File: config.mk
export PLATFORM = sky130hd
export DESIGN_NAME = pc_sequencer_flat
export DESIGN_NICKNAME = d
export VERILOG_FILES = /design/src/rtl/pc_sequencer_if.sv /design/src/rtl/pc_sequencer.sv /design/src/flat_wrapper.sv
export SDC_FILE = /design/constraint.sdc
export NUM_CORES = 1
export LEC_CHECK = 0
export ABC_CLOCK_PERIOD_IN_PS = 5100
export BUFFER_PORTS_ARGS = -buffer_cell sky130_fd_sc_hd__buf_2
export CAP_MARGIN = 15
export CORE_UTILIZATION = 53
export DETAILED_ROUTE_END_ITERATION = 16
export GPL_TIMING_DRIVEN = 0
export PLACE_DENSITY = 0.88
export SLEW_MARGIN = 20
export SYNTH_ARGS = -nofsm -noshare
export SYNTH_HDL_FRONTEND = slang
export SYNTH_SLANG_ARGS = --single-unit
File: constraint.sdc
create_clock -name Clk -period 5.1 [get_ports Clk]
set_clock_uncertainty 0.05 [all_clocks]
set_input_delay 0.51 -clock Clk [delete_from_list [all_inputs] [get_ports Clk]]
set_output_delay 0.51 -clock Clk [all_outputs]
set_load 0.03 [all_outputs]
File: src/rtl/pc_sequencer_if.sv
// Fetch-PC sequencer bus: hazard/branch side requests on one side,
// registered fetch address and flush strobes on the other.
interface pc_sequencer_if;
    logic        Stall;
    logic        BranchTaken;
    logic [31:0] BranchTarget;
    logic        Jump;
    logic [31:0] JumpTarget;
    logic        JR;
    logic [31:0] JRTarget;
    logic [31:0] PC;
    logic [31:0] PCPlus4;
    logic        FlushIF;
    logic        FlushID;
    logic        FlushEX;
    logic        RedirPending;
    logic        Misalign;

    // Hazard unit / branch logic side
    modport master (
        output Stall, BranchTaken, BranchTarget, Jump, JumpTarget, JR, JRTarget,
        input  PC, PCPlus4, FlushIF, FlushID, FlushEX, RedirPending, Misalign
    );

    // Sequencer side
    modport slave (
        input  Stall, BranchTaken, BranchTarget, Jump, JumpTarget, JR, JRTarget,
        output PC, PCPlus4, FlushIF, FlushID, FlushEX, RedirPending, Misalign
    );
endinterface

File: src/rtl/pc_sequencer.sv
// Fetch-stage PC register and redirect sequencer for a five-stage pipeline.
// Picks between sequential fetch, ID-stage jumps and MEM-stage taken branches,
// parks a redirect while the hazard unit stalls, and drives the flush strobes.
module pc_sequencer #(
    parameter logic [31:0] RESET_PC = 32'h0000_0000,
    parameter logic [31:0] PC_INC   = 32'd4
) (
    input logic           Clk,
    input logic           Reset,
    pc_sequencer_if.slave bus
);

    localparam logic [1:0] ST_RUN  = 2'd0;
    localparam logic [1:0] ST_HOLD = 2'd1;
    localparam logic [1:0] ST_PEND = 2'd2;

    logic [1:0]  state;
    logic [1:0]  state_next;
    logic [31:0] pc;
    logic [31:0] pc_next;
    logic [31:0] pc_plus;
    logic [31:0] pend_target;
    logic        pend_is_branch;
    logic        misalign;

    logic        new_redir;
    logic        new_is_branch;
    logic [31:0] new_target;
    logic [31:0] new_target_aligned;
    logic        take_new;
    logic        latch_new;

    assign pc_plus = pc + PC_INC;

    // Pick the oldest requesting instruction's target: MEM branch, then JR, then J
    always_comb begin
        new_redir     = bus.BranchTaken | bus.JR | bus.Jump;
        new_is_branch = bus.BranchTaken;
        if (bus.BranchTaken)
            new_target = bus.BranchTarget;
        else if (bus.JR)
            new_target = bus.JRTarget;
        else
            new_target = bus.JumpTarget;
        new_target_aligned = {new_target[31:2], 2'b00};
    end

    // Decide whether a new request is accepted; while parked only a branch may
    // displace a parked jump, since the branch belongs to an older instruction
    always_comb begin
        if (state == ST_PEND)
            take_new = bus.BranchTaken & ~pend_is_branch;
        else
            take_new = new_redir;
    end

    // Next-state and next-PC selection
    always_comb begin
        state_next = state;
        pc_next    = pc;
        latch_new  = 1'b0;
        case (state)
            ST_RUN, ST_HOLD: begin
                if (!bus.Stall) begin
                    state_next = ST_RUN;
                    pc_next    = take_new ? new_target_aligned : pc_plus;
                end else if (take_new) begin
                    state_next = ST_PEND;
                    latch_new  = 1'b1;
                end else begin
                    state_next = ST_HOLD;
                end
            end
            ST_PEND: begin
                if (!bus.Stall) begin
                    state_next = ST_RUN;
                    pc_next    = take_new ? new_target_aligned : pend_target;
                end else if (take_new) begin
                    latch_new  = 1'b1;
                end
            end
            default: begin
                state_next = ST_RUN;
            end
        endcase
    end

    // Control state, PC and misalignment pulse; reset aborts any parked redirect
    always_ff @(posedge Clk or negedge Reset) begin
        if (!Reset) begin
            state          <= ST_RUN;
            pc             <= RESET_PC;
            pend_is_branch <= 1'b0;
            misalign       <= 1'b0;
        end else begin
            state    <= state_next;
            pc       <= pc_next;
            misalign <= take_new & (new_target[1:0] != 2'b00);
            if (latch_new)
                pend_is_branch <= new_is_branch;
            else if (state_next != ST_PEND)
                pend_is_branch <= 1'b0;
        end
    end

    // Parked target; only meaningful while pend state is active, so no reset
    always_ff @(posedge Clk) begin
        if (latch_new)
            pend_target <= new_target_aligned;
    end

    // Outputs: flushes fire in the cycle a redirect is accepted, IF every parked cycle
    always_comb begin
        bus.PC           = pc;
        bus.PCPlus4      = pc_plus;
        bus.RedirPending = (state == ST_PEND);
        bus.FlushIF      = take_new | (state == ST_PEND);
        bus.FlushID      = take_new & new_is_branch;
        bus.FlushEX      = take_new & new_is_branch;
        bus.Misalign     = misalign;
    end

endmodule
File: src/flat_wrapper.sv
// flat-port wrapper written by rule: the top's interface ports become plain ports
module pc_sequencer_flat 
#(
    parameter logic [31:0] RESET_PC = 32'h0000_0000,
    parameter logic [31:0] PC_INC   = 32'd4
)
  (Clk, Reset, bus_Stall, bus_BranchTaken, bus_BranchTarget, bus_Jump, bus_JumpTarget, bus_JR, bus_JRTarget, bus_PC, bus_PCPlus4, bus_FlushIF, bus_FlushID, bus_FlushEX, bus_RedirPending, bus_Misalign);
  pc_sequencer_if bus_i ();
  input logic Clk;
  input logic Reset;
  input wire logic [$bits(bus_i.Stall)-1:0] bus_Stall;
  input wire logic [$bits(bus_i.BranchTaken)-1:0] bus_BranchTaken;
  input wire logic [$bits(bus_i.BranchTarget)-1:0] bus_BranchTarget;
  input wire logic [$bits(bus_i.Jump)-1:0] bus_Jump;
  input wire logic [$bits(bus_i.JumpTarget)-1:0] bus_JumpTarget;
  input wire logic [$bits(bus_i.JR)-1:0] bus_JR;
  input wire logic [$bits(bus_i.JRTarget)-1:0] bus_JRTarget;
  output wire logic [$bits(bus_i.PC)-1:0] bus_PC;
  output wire logic [$bits(bus_i.PCPlus4)-1:0] bus_PCPlus4;
  output wire logic [$bits(bus_i.FlushIF)-1:0] bus_FlushIF;
  output wire logic [$bits(bus_i.FlushID)-1:0] bus_FlushID;
  output wire logic [$bits(bus_i.FlushEX)-1:0] bus_FlushEX;
  output wire logic [$bits(bus_i.RedirPending)-1:0] bus_RedirPending;
  output wire logic [$bits(bus_i.Misalign)-1:0] bus_Misalign;
  assign bus_i.Stall = bus_Stall;
  assign bus_i.BranchTaken = bus_BranchTaken;
  assign bus_i.BranchTarget = bus_BranchTarget;
  assign bus_i.Jump = bus_Jump;
  assign bus_i.JumpTarget = bus_JumpTarget;
  assign bus_i.JR = bus_JR;
  assign bus_i.JRTarget = bus_JRTarget;
  assign bus_PC = bus_i.PC;
  assign bus_PCPlus4 = bus_i.PCPlus4;
  assign bus_FlushIF = bus_i.FlushIF;
  assign bus_FlushID = bus_i.FlushID;
  assign bus_FlushEX = bus_i.FlushEX;
  assign bus_RedirPending = bus_i.RedirPending;
  assign bus_Misalign = bus_i.Misalign;
  pc_sequencer #(.RESET_PC(RESET_PC), .PC_INC(PC_INC)) u_core (.Clk(Clk), .Reset(Reset), .bus(bus_i));
endmodule
* Yosys cells after proc, flatten, opt, wreduce, memory -nomap -nowiden
Index checks and enable logic that the tools add are counted.
Cells by class: add/subtract/negate cells 1, equal/unequal tests 5, mux-type cells 17, bitwise logic cells 7, reductions and logical operators 7
Operators with widths (count):
- $mux 32 | 6
- $pmux 32 s2 | 1
- $add 32x3->32 const B | 1
- $mux 1 | 6
- $mux 2 | 3
- $ne 2x2->1 const B | 3
- $reduce_bool 2->1 | 3
- $pmux 2 s2 | 1
- $and 1x1->1 | 3
- $or 1x1->1 | 3
- $reduce_and 3->1 | 1
- $reduce_or 3->1 | 1
- $eq 2x1->1 const B | 1
- $eq 2x2->1 const B | 1
- $logic_not 2->1 | 1
- $reduce_or 2->1 | 1
- $not 1->1 | 1
Word-level totals: bits in registers 66, bits of input ports 102, output and inout port bits 69, logic and storage cells 42

* Longest topological paths before layout
Gate-level depths: netlist of the first run.
depth after elaboration 9, gate-level depth with buffers 9, gate-level depth less buffers 7

* Worst setup path before layout of the first run
No wires, ideal clock.
path kind input-to-output, start point in bus_BranchTaken, end point out bus_FlushID, arrival time 2321 ps, data required time 4540 ps, setup slack 2219 ps, cell stages on the path 5, path buffers 4, cells stage by stage buf_2 -> clkbuf_1 -> clkbuf_1 -> a21boi_0 -> buf_4
Between the ends: longest elaborated chain between the ends 4, elaborated cells on any way between the ends 5, classes of those cells 1 x mux; 4 x bitwise
Ends and longest elaborated chain:
- start, declared | line flat_wrapper.sv:12 | input wire logic [$bits(bus_i.BranchTaken)-1:0] bus_BranchTaken;
- $or 1x1->1 (2 in a row) | line pc_sequencer.sv:37 | new_redir = bus.BranchTaken | bus.JR | bus.Jump;
- $mux 1 | line pc_sequencer.sv:51 | if (state == ST_PEND)
- $and 1x1->1 *
- end, declared | line flat_wrapper.sv:21 | output wire logic [$bits(bus_i.FlushID)-1:0] bus_FlushID;
Mark *: on every way between the ends. The rest lies on a longest branch, timed or not.

* Final worst setup path of the first run
start point reg u_core.pc[2] (netlist: u_core.bus.PC[2]), end point out bus_PCPlus4[16]
Between the ends: longest elaborated chain between the ends 1
Ends and longest elaborated chain:
- start, declared | line pc_sequencer.sv:19 | logic [31:0] pc;
- start signal, assigned | line pc_sequencer.sv:97 | pc <= pc_next;
- $add 32x3->32 | line pc_sequencer.sv:33 | assign pc_plus = pc + PC_INC;
- end, declared | line flat_wrapper.sv:19 | output wire logic [$bits(bus_i.PCPlus4)-1:0] bus_PCPlus4;
No other way between the ends.

==> results.yml, run 1 <==
outcome:
  status: "complete, no violations"
floorplanning:
  core_area_um2: 7730
  dieArea_um2: 8390
  die_h_um: 91.6
  initial_core_util: 0.551
  die_x_um: 91.6
  rows: 32
  io_pins: 171
sta:
  slew_headroom: 0.434
  slew_violations: 0
  rsz0062_at_grt: "no"
  holdWs_ps: 212
  min_period_ps: 3150
  max_freq_mhz: 317
  min_period_over_period: 0.618
  finalHoldViolCount: 0
  fin_setup_tns_ps: 0
  worst_pin_slew_ps: 849
  setup_violations: 0
setup_path:
  r2r-end: "u_core.bus.PC[23]"
  required_ps: 4540
  worstSetupEndpoint: "bus_PCPlus4[16]"
  path_class: "register to output pin"
  end_kind: "output pin"
  worstSetupStartpoint: "u_core.bus.PC[2]"
  cp.arrival_ps: 2590
  r2r_start: "u_core.state[1]"
  crit_fanout: 7
  ff2ff_setup_slack_ps: 2650
  r2r_cells: 4
  startpoint_type: "register"
clock_tree:
  cts_buffers: 9
  holdBufCountCts: 0
  root_buffer: "clkbuf_8"
  clk_latency_ps: 350
  clk_pin_slew_ps: 80
  cts_setup_buffers: 0
  cts_tree: "yes"
  cts_resized: 0
  htreeDepth: 3
  clk_path_buf_depth: 2
  cts.sinks: 64
yosys:
  syn_area_um2: 4260
  synth_largest_area_cell: "edfxtp_1"
  synth_warnings: 0
  synth_cell_type_count: 67
  yosysSeqAreaShare: 0.412
  synth_most_common_cell: "nand2_1"
  ys_seq_elements: 64
  syn_avg_cell_area_um2: 9.29
  synth_commonest_cells: "nand2_1, o21ai_0, mux2i_1"
  synth_top_area_share: 0.212
  async_flop_share: 0.531
  synth_area_leaders: "edfxtp_1, dfrtp_1, mux2i_1"
  synth_edf_count: 30
  synth-main-ff-cell: "dfrtp_1"
  synthCells: 458
power_and_ir_drop:
  power_mw: 1.78
  power_density_nw_per_um2: 327
  vdd_drop_max_uv: 180
  p_leak_nw: 2.54
global_routing:
  grt_use_total: 0.316
  grt_max_degree: 35
  grt_pass1_vias: 4176
  antenna_found_initial: 0
  gr-total-overflow: 0
  grt_pass1_wl_um: 20600
routing:
  drt-initial-drc-count: 426
  drt_wl_total_um: 13200
  m1WireLength_um: 5180
  wl_per_cell_um: 17.8
  wl_met3_um: 1140
  dr.max_layer_used: "met4"
  routed_via_density: 6.03
  final_antenna_net_count: 0
  drc: 0
  wl_met2_um: 6470
  num_vias: 4490
  first_pass_iters: 5
place:
  gp_congestion: 0.914
  dp_hpwl_um: 9850
  io_buffers: 165
cells_and_area:
  nFillCells: 572
  seqCellArea_um2: 1750
  layout.nets: 741
  antenna_cells: 0
  drive_above_1_share: 0.339
  area_growth_pct: 28.1
  multi_input_area_um2: 2310
flow_run:
  max_cap_violations: 0
worst_hold_path:
  hold_path_class: "primary input to asynchronous set/reset pin"
routing by layer:
metal  track usage  vias up
met1         0.408     2100
met4         0.160        0
li1              -     2042
met3        0.0398       48
met5             0        -
met2         0.522      300
worst max-delay path, stage by stage (launching register included):
cell	delay (ps)
dfrtp_1	520
ha_1	270
nand3_1	270
nor3_2	400
nor3b_1	410
xnor2_1	160
buf_2	210
final cells by class:
| class | count | area share |
|---|---|---|
| sequential | 64 | 0.321 |
| multi-input combinational | 354 | 0.424 |
| timing repair buffer | 166 | 0.156 |
| clock buffer | 10 | 0.0252 |
| clock inverter | 6 | 0.0108 |
| inverter | 14 | 0.00964 |
| tap | 102 | 0.0234 |
| buffer | 29 | 0.0291 |
how the worst min path moves through the flow:
stage | from | end
2_1_floorplan | Reset | u_core.bus.Misalign
3_3_place_gp | u_core.pend_target[10] | u_core.bus.PC[10]
3_5_place_dp | u_core.pend_target[14] | u_core.bus.PC[14]
4_1_cts | Reset | u_core.bus.PC[12]
5_1_grt | Reset | u_core.bus.PC[12]
6_report | Reset | u_core.bus.PC[12]
power breakdown:
part | switching [mW] | leakage [nW] | total [mW] | internal [mW]
Clock | 0.205 | 0.106 | 0.442 | 0.236
Combinational | 0.433 | 1.73 | 0.648 | 0.215
Sequential | 0.0833 | 0.704 | 0.694 | 0.611
Total | 0.722 | 2.54 | 1.78 | 1.06
cell families after synthesis:
logic type | after synthesis | share of synthesized area
XOR/XNOR | 27 | 0.0556
multiplexers | 39 | 0.0917
adder cells (fa/ha/maj) | 1 | 0.00294
flip-flops | 64 | 0.412
AND/OR/NAND/NOR | 161 | 0.202
buffers and inverters | 43 | 0.0497
AO/OA/AOI/OAI | 122 | 0.186
other | 1 | 0.000881
metrics by stage:
step	instance area [um^2]	instances	worst slack [ps]	utilization
6_report	5450	745	1950	0.706
5_1_grt	5450	745	1890	0.706
4_1_cts	5450	745	2000	0.706
3_5_place_dp	5260	729	2230	0.680
3_3_place_gp	5220	728	1460	0.676
2_1_floorplan	4270	461	2220	-
registers in the layout (all words and copies together), names as in the netlist:
register / cells
u_core.bus.Misalign: 1
u_core.bus.PC: 30
u_core.state: 2
u_core.pend_target: 30
u_core.pend_is_branch: 1
cell usage in the layout (no fill, tap or decap), types with 3 or more instances in the layout:
cell type  netlist  routed
buf_2            4     169
nand2_1         62      62
o21ai_0         46      46
mux2i_1         39      39
dfrtp_1         34      34
edfxtp_1        30      30
nor2_1          30      29
a21oi_1         21      21
xnor2_1         20      20
nand3_1         16      16
inv_1           13      13
clkbuf_1        12      12
buf_4           12      12
nand4_1         11      11
nor3_1          10      10
clkbuf_8         0      10
a22oi_1          9       9
xor2_1           7       7
o221ai_1         6       6
a221o_1          5       5
a21o_1           5       5
conb_1           1       4
clkinv_2         0       4
and3_1           3       3
nand2b_1         3       3
and2_1           3       3
a2bb2oi_1        3       3
or3_1            3       3
(Power assumes the default switching activity.)
==> run 2, diff against run 1 <==
--- a/config.mk
+++ b/config.mk
@@ -5,13 +5,13 @@
 export SDC_FILE = /design/constraint.sdc
 export NUM_CORES = 1
 export LEC_CHECK = 0
-export ABC_CLOCK_PERIOD_IN_PS = 5100
+export ABC_CLOCK_PERIOD_IN_PS = 2980
 export BUFFER_PORTS_ARGS = -buffer_cell sky130_fd_sc_hd__buf_2
 export CAP_MARGIN = 15
-export CORE_UTILIZATION = 53
+export CORE_UTILIZATION = 49
 export DETAILED_ROUTE_END_ITERATION = 16
 export GPL_TIMING_DRIVEN = 0
-export PLACE_DENSITY = 0.88
+export PLACE_DENSITY = 0.83
 export SLEW_MARGIN = 20
 export SYNTH_ARGS = -nofsm -noshare
 export SYNTH_HDL_FRONTEND = slang
==> constraint.sdc (replaced) <==
create_clock -name Clk -period 2.98 [get_ports Clk]
set_clock_uncertainty 0.05 [all_clocks]
set_input_delay 0.298 -clock Clk [delete_from_list [all_inputs] [get_ports Clk]]
set_output_delay 0.298 -clock Clk [all_outputs]
set_load 0.03 [all_outputs]
==> run 2 against run 1 <==
  * The flow now finishes with violations (hold timing)
  * Global-route usage down 0.68 points
  * Die area grew 8.0%
  * Worst setup slack worse by 1800 ps
  * Non-clock buffer count did not move
  * Power grew 69%
  * Critical endpoint is now bus_PCPlus4[24]
  * Largest power group unchanged
==> results.yml, run 2 (synthesis gave the netlist of run 1 again) <==
global_routing:
  grt_pass1_vias: 4018
  grt_max_degree: 35
  grt_use_total: 0.309
  antenna_found_initial: 0
  gr-total-overflow: 0
  grt_pass1_wl_um: 20700
cells_and_area:
  antenna_cells: 0
  seqCellArea_um2: 1750
  final_area_um2: 5450
  final_cell_mix: "buf_2, nand2_1, o21ai_0"
  finalNonFillerCells: 748
  nFillCells: 715
  layout.nets: 741
  multi_input_area_um2: 2320
  drive_above_1_share: 0.336
  final_core_util: 0.656
  area_growth_pct: 27.9
  final_common_cell: "buf_2"
clock_tree:
  cts_setup_buffers: 0
  cts.sinks: 64
  holdBufCountCts: 0
  root_buffer: "clkbuf_8"
  cts_tree: "yes"
  cts_buffers: 9
  htreeDepth: 3
  clk_latency_ps: 360
  cts_resized: 0
  clk_pin_slew_ps: 70
  clk_path_buf_depth: 2
flow_run:
  max_cap_violations: 0
setup_path:
  end_kind: "output pin"
  crit_path_cell_trace: "ha_1 > nand3_1 > nor3_2 > nand4_1 > xnor2_1 > buf_2"
  slowest_stage: "dfrtp_1"
  required_ps: 2630
  critical_path.top_delay_family: "simple AND/OR/NAND/NOR gates"
  cp.buffers_inverters: 1
  max_stage_delay_ps: 500
  path_class: "register to output pin"
  cp.arrival_ps: 2470
  startpoint_type: "register"
  crit_fanout: 7
routing:
  final_antenna_net_count: 0
  routed_via_density: 5.82
  drt-initial-drc-count: 331
  first_pass_iters: 5
  drt_wl_total_um: 13200
  drc: 0
  wl_per_cell_um: 17.7
  num_vias: 4351
floorplanning:
  rows: 33
  io_pins: 171
  dieArea_um2: 9060
  core_area_um2: 8300
  die_x_um: 95.2
  initial_core_util: 0.513
  die_h_um: 95.2
place:
  place_area_um2: 5260
  dp_hpwl_um: 10100
  gp_congestion: 0.914
  io_buffers: 165
  dp.cells: 732
  post-place-ws_ps: 519
sta:
  slew_violations: 0
  min_period_over_period: 0.946
  max_freq_mhz: 355
  worst_pin_slew_ps: 854
  min_period_ps: 2820
  holdWs_ps: -9.36
  finalHoldViolCount: 6
  setup_violations: 0
  slew_headroom: 0.431
  finalWorstSetupSlack_ps: 160
  rsz0062_at_grt: "no"
outcome:
  violations: "hold timing"
  status: "complete, but fails checks"
power_and_ir_drop:
  p_leak_nw: 2.53
  vdd_drop_max_uv: 253
  power_density_nw_per_um2: 554
worst_hold_path:
  hold_path_class: "primary input to asynchronous set/reset pin"
[run 2: metal layers]
metal,up-vias,global-route usage,routed length [um]
met5,-,0,0
met4,0,0.124,323
met3,26,0.0582,1030
met2,229,0.512,6450
met1,2048,0.396,5430
li1,2048,-,-
[run 2: worst paths after layout]
path / from / end / slack (ps) / depth (start not counted)
min in group Clk: bus_BranchTarget[1] / u_core.bus.Misalign / 180 / 3
setup reg to reg: u_core.state[1] / u_core.bus.PC[23] / 430 / 4
max in group asynchronous: Reset / u_core.bus.PC[8] / 2350 / 1
setup / recovery: u_core.bus.PC[2] / bus_PCPlus4[24] / 160 / 6
hold / removal: Reset / u_core.bus.PC[31] / -9 / 1
hold reg to reg: u_core.pend_target[10] / u_core.bus.PC[10] / 480 / 2
[run 2: power by group]
part	total, mW	internal (mW)	switching [mW]
clock network	0.727	0.383	0.344
logic	1.10	0.367	0.731
registers	1.19	1.05	0.144
[run 2: area by class of cell]
class,instances,share of cell area
multi-input combinational,354,0.426
inverter,14,0.00965
tap,105,0.0241
buffer,29,0.0292
sequential,64,0.322
clock inverter,4,0.00827
clock buffer,12,0.0248
timing repair buffer,166,0.157
[run 2: per-stage QoR]
stage          power [mW]  setup TNS [ps]
2_1_floorplan        1.92               0
3_3_place_gp         2.26          -22220
3_5_place_dp         2.30               0
4_1_cts              3.02               0
5_1_grt              3.16               0
6_report             3.01               0
==> run 3, diff against run 2 <==
--- a/config.mk
+++ b/config.mk
@@ -8,10 +8,11 @@
 export ABC_CLOCK_PERIOD_IN_PS = 2980
 export BUFFER_PORTS_ARGS = -buffer_cell sky130_fd_sc_hd__buf_2
 export CAP_MARGIN = 15
-export CORE_UTILIZATION = 49
+export CORE_UTILIZATION = 51
+export CTS_BUF_LIST = sky130_fd_sc_hd__clkbuf_8
 export DETAILED_ROUTE_END_ITERATION = 16
 export GPL_TIMING_DRIVEN = 0
-export PLACE_DENSITY = 0.83
+export PLACE_DENSITY = 0.86
 export SLEW_MARGIN = 20
 export SYNTH_ARGS = -nofsm -noshare
 export SYNTH_HDL_FRONTEND = slang
==> run 3 against run 2 <==
  * The flow now finishes without violations
  * Via count up 1.7%
  * Flip-flop and latch count did not move
  * Clock power down 3%
  * Routed wire length is 0.70% higher
  * Sequential power hardly changed
  * Register-to-register slack better by 40 ps
  * Critical path depth stayed put
  * Global-route usage up 0.84 points
==> results.yml, run 3 (synthesis gave the netlist of run 1 again) <==
worst_hold_path:
  hold_path_class: "primary input to asynchronous set/reset pin"
setup_path:
  crit_path_cell_trace: "ha_1 > nand3_1 > nor3_4 > nand4_1 > xnor2_1 > buf_2"
  slowest_stage: "dfrtp_1"
  required_ps: 2630
  startpoint_type: "register"
  max_stage_delay_ps: 500
  path_class: "register to output pin"
  cp.arrival_ps: 2500
  critical_path.top_delay_family: "simple AND/OR/NAND/NOR gates"
  crit_fanout: 7
  end_kind: "output pin"
  cp.buffers_inverters: 1
sta:
  max_freq_mhz: 351
  slew_violations: 0
  finalHoldViolCount: 0
  fin_setup_tns_ps: 0
  holdWs_ps: 10.8
  rsz0062_at_grt: "no"
  slew_headroom: 0.409
  min_period_over_period: 0.957
  min_period_ps: 2850
  setup_violations: 0
  worst_pin_slew_ps: 887
floorplanning:
  core_area_um2: 7890
  die_h_um: 93.4
  initial_core_util: 0.540
  io_pins: 171
  rows: 32
  die_x_um: 93.4
  dieArea_um2: 8720
power_and_ir_drop:
  switching_share: 0.409
  power_density_nw_per_um2: 552
  power_mw: 3.01
  clockPowerShare: 0.236
  cellInternalPower_mw: 1.78
  p_comb_frac: 0.370
  p_seq_frac: 0.395
  vdd_drop_max_uv: 224
  power_switching_mw: 1.23
  p_leak_nw: 2.55
global_routing:
  grt_pass1_wl_um: 21100
  antenna_found_initial: 0
  grt_pass1_vias: 4215
  grt_max_degree: 35
  gr-total-overflow: 0
  grt_use_total: 0.317
clock_tree:
  cts_tree: "yes"
  clk_latency_ps: 350
  root_buffer: "clkbuf_8"
  clk_pin_slew_ps: 70
  clk_path_buf_depth: 2
  cts_buffers: 9
  cts.sinks: 64
  htreeDepth: 3
outcome:
  status: "complete, no violations"
routing:
  first_pass_iters: 5
  drt_wl_total_um: 13300
  drc: 0
  final_antenna_net_count: 0
  wl_per_cell_um: 17.9
  num_vias: 4424
  drt-initial-drc-count: 411
  routed_via_density: 5.94
cells_and_area:
  layout.nets: 741
  final_cell_mix: "buf_2, nand2_1, o21ai_0"
  drive_above_1_share: 0.339
  antenna_cells: 0
  area_growth_pct: 28.1
  final_core_util: 0.691
  final_common_cell: "buf_2"
place:
  dp_hpwl_um: 9980
  io_buffers: 165
  gp_congestion: 0.913
flow_run:
  max_cap_violations: 0
-- run 3: cell count changes in the layout (fill, tap and decap cells not counted) --
cell,delta
inv_1,+1
nor3_2,-1
clkbuf_8,+3
bufinv_16,-1
clkbuf_1,-3
nor3_4,+1
-- run 3: through the flow --
step                worst slack [ps]  area, um^2  std cells
floorplan                        122        4270        461
global placement                -684        5220        728
detailed placement               470        5260        729
CTS                             72.0        5440        745
global route                    21.2        5450        745
finish                           129        5450        745
-- run 3: repair_timing --
item	4_1_cts	5_1_grt
setup endpoints to repair	0	2
hold endpoints to repair	0	0
gates resized for setup	0	2
buffers inserted	0	0
hold buffers	0	0
-- run 3: final cells by class --
class / instances / area, um^2
Sequential cell: 64 / 1750
Inverter: 14 / 52.6
Clock buffer: 12 / 165
Multi-Input combinational cell: 354 / 2320
Fill cell: 609 / 2440
Clock inverter: 4 / 18.8
Tap cell: 102 / 128
Buffer: 29 / 159
Timing Repair Buffer: 166 / 853
-- run 3: power groups by stage --
stage	logic [mW]	clock network (mW)	registers, mW
after floorplan	0.594	0	1.32
after global placement	1.06	0	1.19
after detailed placement	1.10	0	1.20
after global routing	1.18	0.747	1.20
final	1.11	0.708	1.19
after CTS	1.10	0.707	1.18
-- run 3: path summary, 6_finish.rpt --
path                                  endpoint  slack [ps]  depth (start not counted)                    from
setup reg to reg             u_core.bus.PC[16]         470                          5         u_core.state[1]
min in group Clk           u_core.bus.Misalign         220                          3     bus_BranchTarget[1]
hold / removal               u_core.bus.PC[14]          10                          1                   Reset
setup / recovery               bus_PCPlus4[20]         130                          6        u_core.bus.PC[2]
max in group asynchronous      u_core.state[1]        2310                          1                   Reset
hold reg to reg              u_core.bus.PC[14]         490                          2  u_core.pend_target[14]
-- run 3: layer usage --
layer	GRT usage	wire [um]
met5	0	0
met4	0.133	428
met3	0.0659	1170
met2	0.527	6480
met1	0.401	5250
